$ cat src/rtl/acm_pkg.sv
// Shared types and widths for the ACM init sequencer: FSM states, ACM bus widths
// and the wait-counter width used for both the reset and write-strobe timing.
package acm_pkg;

  localparam int ACM_AW = 8;
  localparam int ACM_DW = 8;
  localparam int CNT_W  = 4;
  localparam int WCNT_W = 9;

  typedef enum logic [2:0] {
    IDLE,
    ACMRST,
    FETCH,
    LATCH,
    WRITE,
    HOLD,
    NEXT
  } state_t;

endpackage

$ cat src/rtl/acm_init_sequencer_if.sv
// Table, ACM and status signals of the init sequencer; master is the sequencer,
// slave is the surrounding table / ACM / processor side.
interface acm_init_sequencer_if;
  import acm_pkg::*;

  logic                START;
  logic [ACM_AW-1:0]   TBL_ADDR;
  logic [ACM_DW-1:0]   TBL_DATA;
  logic                TBL_DO;
  logic [ACM_AW-1:0]   ACMADDR;
  logic [ACM_DW-1:0]   ACMWDATA;
  logic                ACMWEN;
  logic                ACMRESETN;
  logic                BUSY;
  logic                DONE;
  logic [WCNT_W-1:0]   WR_COUNT;

  modport master (
    input  START, TBL_DATA, TBL_DO,
    output TBL_ADDR, ACMADDR, ACMWDATA, ACMWEN, ACMRESETN, BUSY, DONE, WR_COUNT
  );

  modport slave (
    output START, TBL_DATA, TBL_DO,
    input  TBL_ADDR, ACMADDR, ACMWDATA, ACMWEN, ACMRESETN, BUSY, DONE, WR_COUNT
  );

endinterface

$ cat src/rtl/acm_wait_counter.sv
// Loadable down-counter; tc flags the last cycle of a loaded wait (count == 1).
// Shared by the ACM reset hold and the write-strobe stretch.
module acm_wait_counter
  import acm_pkg::*;
(
  input  logic             clk,
  input  logic             rst_n,
  input  logic             load,
  input  logic [CNT_W-1:0] load_val,
  output logic             tc
);

  logic [CNT_W-1:0] cnt;

  // NOTE: clocked state is assigned with <= so every register samples pre-edge values.
  always_ff @(posedge clk or negedge rst_n) begin
    if (!rst_n) begin
      cnt <= '0;
    end else if (load) begin
      cnt <= load_val;
    end else if (cnt != '0) begin
      cnt <= cnt - 1'b1;
    end
  end

  assign tc = (cnt == CNT_W'(1));

endmodule

$ cat src/rtl/acm_init_sequencer.sv
// Walks the ACM lookup table from START_ADDR to END_ADDR and writes every valid
// entry into the ACM port with a stretched write strobe. All outputs registered.
module acm_init_sequencer
  import acm_pkg::*;
#(
  parameter int START_ADDR = 0,
  parameter int END_ADDR   = 255,
  parameter int RST_CYCLES = 4,
  parameter int WR_CYCLES  = 3,
  parameter bit AUTO_START = 1'b1
) (
  input  logic                 PCLK,
  input  logic                 NSYSRESET,
  acm_init_sequencer_if.master bus
);

  localparam logic [ACM_AW-1:0] START_A = ACM_AW'(START_ADDR);
  localparam logic [ACM_AW-1:0] END_A   = ACM_AW'(END_ADDR);
  localparam logic [CNT_W-1:0]  RST_LD  = CNT_W'(RST_CYCLES);
  localparam logic [CNT_W-1:0]  WR_LD   = CNT_W'(WR_CYCLES);
  localparam logic [WCNT_W-1:0] WR_MAX  = WCNT_W'(256);

  state_t              state;
  logic [ACM_AW-1:0]   tbl_addr;
  logic [ACM_AW-1:0]   acm_addr;
  logic [ACM_DW-1:0]   acm_wdata;
  logic                acm_wen;
  logic                acm_resetn;
  logic                busy;
  logic                done;
  logic [WCNT_W-1:0]   wr_count;
  logic                pending;

  logic                launch;
  logic                cnt_load;
  logic [CNT_W-1:0]    cnt_val;
  logic                cnt_tc;

  assign launch   = (state == IDLE) && (bus.START || pending);
  assign cnt_load = launch || ((state == LATCH) && bus.TBL_DO);
  assign cnt_val  = (state == IDLE) ? RST_LD : WR_LD;

  acm_wait_counter u_wait (
    .clk      (PCLK),
    .rst_n    (NSYSRESET),
    .load     (cnt_load),
    .load_val (cnt_val),
    .tc       (cnt_tc)
  );

  always_ff @(posedge PCLK or negedge NSYSRESET) begin
    if (!NSYSRESET) begin
      state      <= IDLE;
      tbl_addr   <= START_A;
      acm_addr   <= '0;
      acm_wdata  <= '0;
      acm_wen    <= 1'b0;
      acm_resetn <= 1'b1;
      busy       <= 1'b0;
      done       <= 1'b0;
      wr_count   <= '0;
      pending    <= AUTO_START;
    end else begin
      case (state)
        IDLE: begin
          if (launch) begin
            state      <= ACMRST;
            busy       <= 1'b1;
            done       <= 1'b0;
            wr_count   <= '0;
            tbl_addr   <= START_A;
            acm_resetn <= 1'b0;
            pending    <= 1'b0;
          end
        end
        // Reset is released after RST_CYCLES low cycles; one more cycle lets the
        // ACM recover before the first table fetch.
        ACMRST: begin
          if (acm_resetn) begin
            state <= FETCH;
          end else if (cnt_tc) begin
            acm_resetn <= 1'b1;
          end
        end
        FETCH: state <= LATCH;
        LATCH: begin
          if (bus.TBL_DO) begin
            acm_addr  <= tbl_addr;
            acm_wdata <= bus.TBL_DATA;
            acm_wen   <= 1'b1;
            state     <= WRITE;
          end else begin
            state <= NEXT;
          end
        end
        WRITE: begin
          if (cnt_tc) begin
            acm_wen <= 1'b0;
            if (wr_count != WR_MAX) begin
              wr_count <= wr_count + 1'b1;
            end
            state <= HOLD;
          end
        end
        HOLD: state <= NEXT;
        // Stop on END_A rather than compare against a wrapped address.
        NEXT: begin
          if (tbl_addr == END_A) begin
            state <= IDLE;
            busy  <= 1'b0;
            done  <= 1'b1;
          end else begin
            tbl_addr <= tbl_addr + 1'b1;
            state    <= FETCH;
          end
        end
        default: state <= IDLE;
      endcase
    end
  end

  assign bus.TBL_ADDR  = tbl_addr;
  assign bus.ACMADDR   = acm_addr;
  assign bus.ACMWDATA  = acm_wdata;
  assign bus.ACMWEN    = acm_wen;
  assign bus.ACMRESETN = acm_resetn;
  assign bus.BUSY      = busy;
  assign bus.DONE      = done;
  assign bus.WR_COUNT  = wr_count;

endmodule
$ cat src/flat_wrapper.sv
// flat-port wrapper written by rule: the top's interface ports become plain ports
module acm_init_sequencer_flat import acm_pkg::*;
#(
  parameter int START_ADDR = 0,
  parameter int END_ADDR   = 255,
  parameter int RST_CYCLES = 4,
  parameter int WR_CYCLES  = 3,
  parameter bit AUTO_START = 1'b1
)
  (PCLK, NSYSRESET, bus_START, bus_TBL_DATA, bus_TBL_DO, bus_TBL_ADDR, bus_ACMADDR, bus_ACMWDATA, bus_ACMWEN, bus_ACMRESETN, bus_BUSY, bus_DONE, bus_WR_COUNT);
  acm_init_sequencer_if bus_i ();
  input  logic PCLK;
  input  logic NSYSRESET;
  input wire logic [$bits(bus_i.START)-1:0] bus_START;
  input wire logic [$bits(bus_i.TBL_DATA)-1:0] bus_TBL_DATA;
  input wire logic [$bits(bus_i.TBL_DO)-1:0] bus_TBL_DO;
  output wire logic [$bits(bus_i.TBL_ADDR)-1:0] bus_TBL_ADDR;
  output wire logic [$bits(bus_i.ACMADDR)-1:0] bus_ACMADDR;
  output wire logic [$bits(bus_i.ACMWDATA)-1:0] bus_ACMWDATA;
  output wire logic [$bits(bus_i.ACMWEN)-1:0] bus_ACMWEN;
  output wire logic [$bits(bus_i.ACMRESETN)-1:0] bus_ACMRESETN;
  output wire logic [$bits(bus_i.BUSY)-1:0] bus_BUSY;
  output wire logic [$bits(bus_i.DONE)-1:0] bus_DONE;
  output wire logic [$bits(bus_i.WR_COUNT)-1:0] bus_WR_COUNT;
  assign bus_i.START = bus_START;
  assign bus_i.TBL_DATA = bus_TBL_DATA;
  assign bus_i.TBL_DO = bus_TBL_DO;
  assign bus_TBL_ADDR = bus_i.TBL_ADDR;
  assign bus_ACMADDR = bus_i.ACMADDR;
  assign bus_ACMWDATA = bus_i.ACMWDATA;
  assign bus_ACMWEN = bus_i.ACMWEN;
  assign bus_ACMRESETN = bus_i.ACMRESETN;
  assign bus_BUSY = bus_i.BUSY;
  assign bus_DONE = bus_i.DONE;
  assign bus_WR_COUNT = bus_i.WR_COUNT;
  acm_init_sequencer #(.START_ADDR(START_ADDR), .END_ADDR(END_ADDR), .RST_CYCLES(RST_CYCLES), .WR_CYCLES(WR_CYCLES), .AUTO_START(AUTO_START)) u_core (.PCLK(PCLK), .NSYSRESET(NSYSRESET), .bus(bus_i));
endmodule
$ cat config.mk
export PLATFORM = sky130hd
export DESIGN_NAME = acm_init_sequencer_flat
export DESIGN_NICKNAME = d
export VERILOG_FILES = /design/src/rtl/acm_pkg.sv /design/src/rtl/acm_init_sequencer_if.sv /design/src/rtl/acm_wait_counter.sv /design/src/rtl/acm_init_sequencer.sv /design/src/flat_wrapper.sv
export SDC_FILE = /design/constraint.sdc
export NUM_CORES = 1
export LEC_CHECK = 0
export BUFFER_PORTS_ARGS = -buffer_cell sky130_fd_sc_hd__buf_2
export CAP_MARGIN = 20
export CORE_ASPECT_RATIO = 0.75
export CORE_MARGIN = 5
export CORE_UTILIZATION = 35
export DETAILED_ROUTE_END_ITERATION = 10
export GPL_TIMING_DRIVEN = 0
export SYNTH_ARGS = -nofsm -noshare
export SYNTH_HDL_FRONTEND = slang
export SYNTH_SLANG_ARGS = --single-unit
$ cat constraint.sdc
create_clock -name PCLK -period 1.75 [get_ports PCLK]
set_input_delay 0.35 -clock PCLK [delete_from_list [all_inputs] [get_ports PCLK]]
set_output_delay 0.35 -clock PCLK [all_outputs]
set_load 0.05 [all_outputs]
==> metrics.md <==
| Metric | Value |
|---|---|
| I/O pin count | `49` |
| # diodes | `0` |
| Reg2reg setup slack | `-0.02 ns` |
| Number of vias per cell | `5.01` |
| CTS tree | `done` |
| Seq/Total Area, Yosys | `51.5%` |
| #FFs+latches synth | `45` |
| Iteration-0 DRC Markers | `49` |
| Final Skew | `0.00860 ns` |
| Final-stage net count | `288` |
| Power Total | `4720 µW` |
| Cts bufs inserted | `5` |
| Arr. time, crit path | `2.00 ns` |
| Syn Nets | `224` |
| Post-route cell area | `2810 µm²` |
| Synth Instances | `206` |
| Static leakage | `0.00133 µW` |
| Most frequent cells in the layout | `buf_2, dfrtp_1, nand2_1, o21ai_0, mux2_2` |
| Pin count of the biggest net entering global routing | `46` |
| Hold path endpoint | `u_core.bus.ACMWDATA[1]` |
| # rows | `25` |
| Worst setup slack after layout | `-0.0231 ns` |
| Max cap viols | `0` |
| Pins Over Slew Limit | `0` |
| Critical path required time | `1.98 ns` |
| Max transition margin | `68.6%` |
| CTS clk-pin slew, worst paths | `0.09 ns` |
| Unique masters post-synth | `49` |
| Period minus WS final | `1.77 ns` |
| Yosys top cell area share | `49.1%` |
| HP Class | `input pin to flop` |
| Worst R2R Path Depth | `7` |
| M1 WL | `2390 µm` |
| Clock root cell | `clkbuf_8` |
| Met2 wire length | `2320 µm` |
| FMAX | `0.564 GHz` |
| Max VDD drop | `0.000822 V` |
| Detailed placement HPWL | `3390 µm` |
| Failing checks | `setup timing` |
| Initial antenna violation count | `0` |
| Total gr overflow | `0` |
| GPL Wtd Cong | `0.769` |
| Worst-Skew Late Latency | `0.30 ns` |
| Commonest non-fill, non-tap cell in the layout | `buf_2` |
| Post-Place Cell Area | `2530 µm²` |
| Outcome | `complete, but fails checks` |
| Hold path depth | `2` |
| Final Hold Vio Count | `0` |
| Routed Antenna Nets | `0` |
| Clk buf depth | `2` |
| Cell area after synthesis | `2190 µm²` |
| Vias in the first global route | `1670` |
| Die width | `101 µm` |
| Synth area leaders | `dfrtp_1, mux2_2, o21ai_0` |
| IO Port Bufs | `48` |
| DRT Pass-1 Iters | `4` |
| Crit path capture type | `flop` |
| Setup CP Type | `flop to flop` |
| GRT Resource Usage Total | `13.4%` |
| Remaining design rule violation count | `0` |
| Post-synth EDFFs | `0` |
| First-pass GRT wire length | `8460 µm` |
| Clock sink count | `45` |
| Area Growth Syn to Fin | `28.2%` |
| Worst R2R End | `u_core.bus.WR_COUNT[2]` |
| Synthesis warning total | `0` |
| DIE AREA | `7950 µm²` |
| CP delay by family, top | `simple AND/OR/NAND/NOR gates` |
| HP Start | `bus_TBL_DATA[1]` |
| Startpoint class of the critical path | `flop` |
| # setup viols final | `3` |
| Reg-to-Reg Start | `u_core.u_wait.cnt[1]` |
| Fillcell total | `603` |
| WL met3 | `167 µm` |
| Total negative slack | `-0.0641 ns` |
| Total number of vias | `1765` |
| Final Util | `45.3%` |
| Maximum fanout along the worst path | `5` |
| Routed wire length | `4950 µm` |
| Worst-Margin Slew | `0.471 ns` |
| Hold slack final | `0.253 ns` |
| Ys async rst share | `100%` |
| Core box area | `6190 µm²` |
| Post-synth top area cell | `dfrtp_1` |
| Clock H-tree levels | `2` |
| Crit path largest cell delay | `0.40 ns` |
| RSZ-0062 raised after global routing | `yes` |
| Top_reg_cell synth | `dfrtp_1` |
| Crit-path cells | `inv_2 > ha_1 > or3b_4 > a311oi_4 > buf_4 > nand2_1 > o21ai_1` |
| Initial core utilization | `35.4%` |
| Die boundary height | `78.5 µm` |
| Mean Syn Cell Area | `10.6 µm²` |
| Wire per inst | `14.1 µm` |
| Layout cells sized above 1 | `38.7%` |
| Pwr dens | `1680 nW/µm²` |
| Slowest-stage cell, CP | `dfrtp_1` |
| Final period utilization | `101%` |
| Top sig layer | `met4` |
| Bufs and invs on worst path | `2` |
==> metal layers <==
| layer | up-vias | GRT usage (%) |
|---|---|---|
| met5 | - | 0 |
| met4 | 0 | 4.38 |
| met3 | 5 | 3.11 |
| met2 | 30 | 20.4 |
| met1 | 862 | 18.7 |
| li1 | 868 | - |
==> logic make-up (layout without fill, tap and decap cells) <==
| logic type | after synthesis | count (layout) | synth area share, % |
|---|---|---|---|
| AND/OR/NAND/NOR | 68 | 68 | 16.5 |
| multiplexers | 18 | 18 | 9.14 |
| adder cells (fa/ha/maj) | 6 | 6 | 3.43 |
| AO/OA/AOI/OAI | 48 | 48 | 14.3 |
| XOR/XNOR | 5 | 5 | 2.00 |
| buffers and inverters | 16 | 81 | 3.14 |
| flip-flops | 45 | 45 | 51.5 |
==> cells in the mapped netlist (2+ instances only) <==
cell / n
o21a_1: 2
a22oi_1: 2
xnor2_1: 3
inv_1: 7
ha_1: 6
a21oi_1: 6
or3b_1: 2
nor2b_1: 2
nand4_1: 3
mux2i_1: 2
and2_1: 3
a31oi_1: 3
o31ai_1: 2
o21ai_0: 17
buf_2: 7
mux2_2: 15
nand2_1: 17
nor2_1: 14
nor3b_1: 2
o21ai_1: 6
nand3_1: 8
or3_1: 2
nor3_1: 4
and3_1: 2
dfstp_2: 2
dfrtp_1: 43
xor2_1: 2
==> timing repair <==
action | 4_1_cts | 5_1_grt
endpoints found under the hold margin | 0 | 6
cloned | 0 | 0
hold buffers | 0 | 1
gates resized for setup | 7 | 8
pin swaps | 2 | 1
setup endpoints to repair | 9 | 13
setup buffers | 4 | 3
==> stage by stage <==
step           cells  setup slack [ns]
2_1_floorplan    206          -0.00693
3_3_place_gp     335            -0.213
3_5_place_dp     335            -0.239
4_1_cts          347          0.000961
5_1_grt          352            -0.107
6_report         352           -0.0231
==> registers in the layout (all words and copies together), names as in the netlist <==
| register | cells |
|---|---|
| u_core.bus.WR_COUNT | 9 |
| u_core.bus.ACMADDR | 8 |
| u_core.bus.ACMWDATA | 8 |
| u_core.bus.TBL_ADDR | 8 |
| u_core.u_wait.cnt | 4 |
| u_core.state | 3 |
| u_core.bus.ACMRESETN | 1 |
| u_core.bus.ACMWEN | 1 |
| u_core.bus.BUSY | 1 |
| u_core.bus.DONE | 1 |
| u_core.pending | 1 |
==> where the power goes <==
| part | internal [µW] | switching, µW | leakage (µW) |
|---|---|---|---|
| clock | 464 | 363 | 0.0000574 |
| combinational | 777 | 1530 | 0.000696 |
| sequential | 1360 | 224 | 0.000575 |
==> worst max-delay path by stage <==
stage	start	endpoint	slack, ns	depth (start not counted)
6_report	u_core.u_wait.cnt[1]	u_core.bus.WR_COUNT[2]	-0.02	7
5_1_grt	u_core.u_wait.cnt[1]	u_core.bus.WR_COUNT[8]	-0.11	6
4_1_cts	u_core.u_wait.cnt[1]	u_core.bus.WR_COUNT[2]	0.001	7
3_5_place_dp	u_core.u_wait.cnt[1]	u_core.bus.WR_COUNT[1]	-0.24	6
3_3_place_gp	u_core.u_wait.cnt[1]	u_core.bus.WR_COUNT[1]	-0.21	6
2_1_floorplan	u_core.bus.WR_COUNT[3]	u_core.bus.WR_COUNT[8]	-0.007	5
==> worst reg2reg max path, stage by stage (launching register included) <==
cell and delay (ns):
dfrtp_1 0.40, inv_2 0.08, ha_1 0.16, or3b_4 0.40, a311oi_4 0.33, buf_4 0.18
nand2_1 0.04, o21ai_1 0.11
==> layout make-up <==
type / instances / area (µm²) / share of cell area, %
clock inverters: 2 / 37.5 / 1.34
multi-input cells: 145 / 1050 / 37.5
flip-flops and latches: 45 / 1130 / 40.3
well taps: 81 / 101 / 3.61
repair buffers: 57 / 323 / 11.5
clock buffers: 6 / 82.6 / 2.94
plain buffers: 9 / 50.0 / 1.78
inverters: 7 / 26.3 / 0.936
No activity file was read; power rests on OpenSTA's default activity.
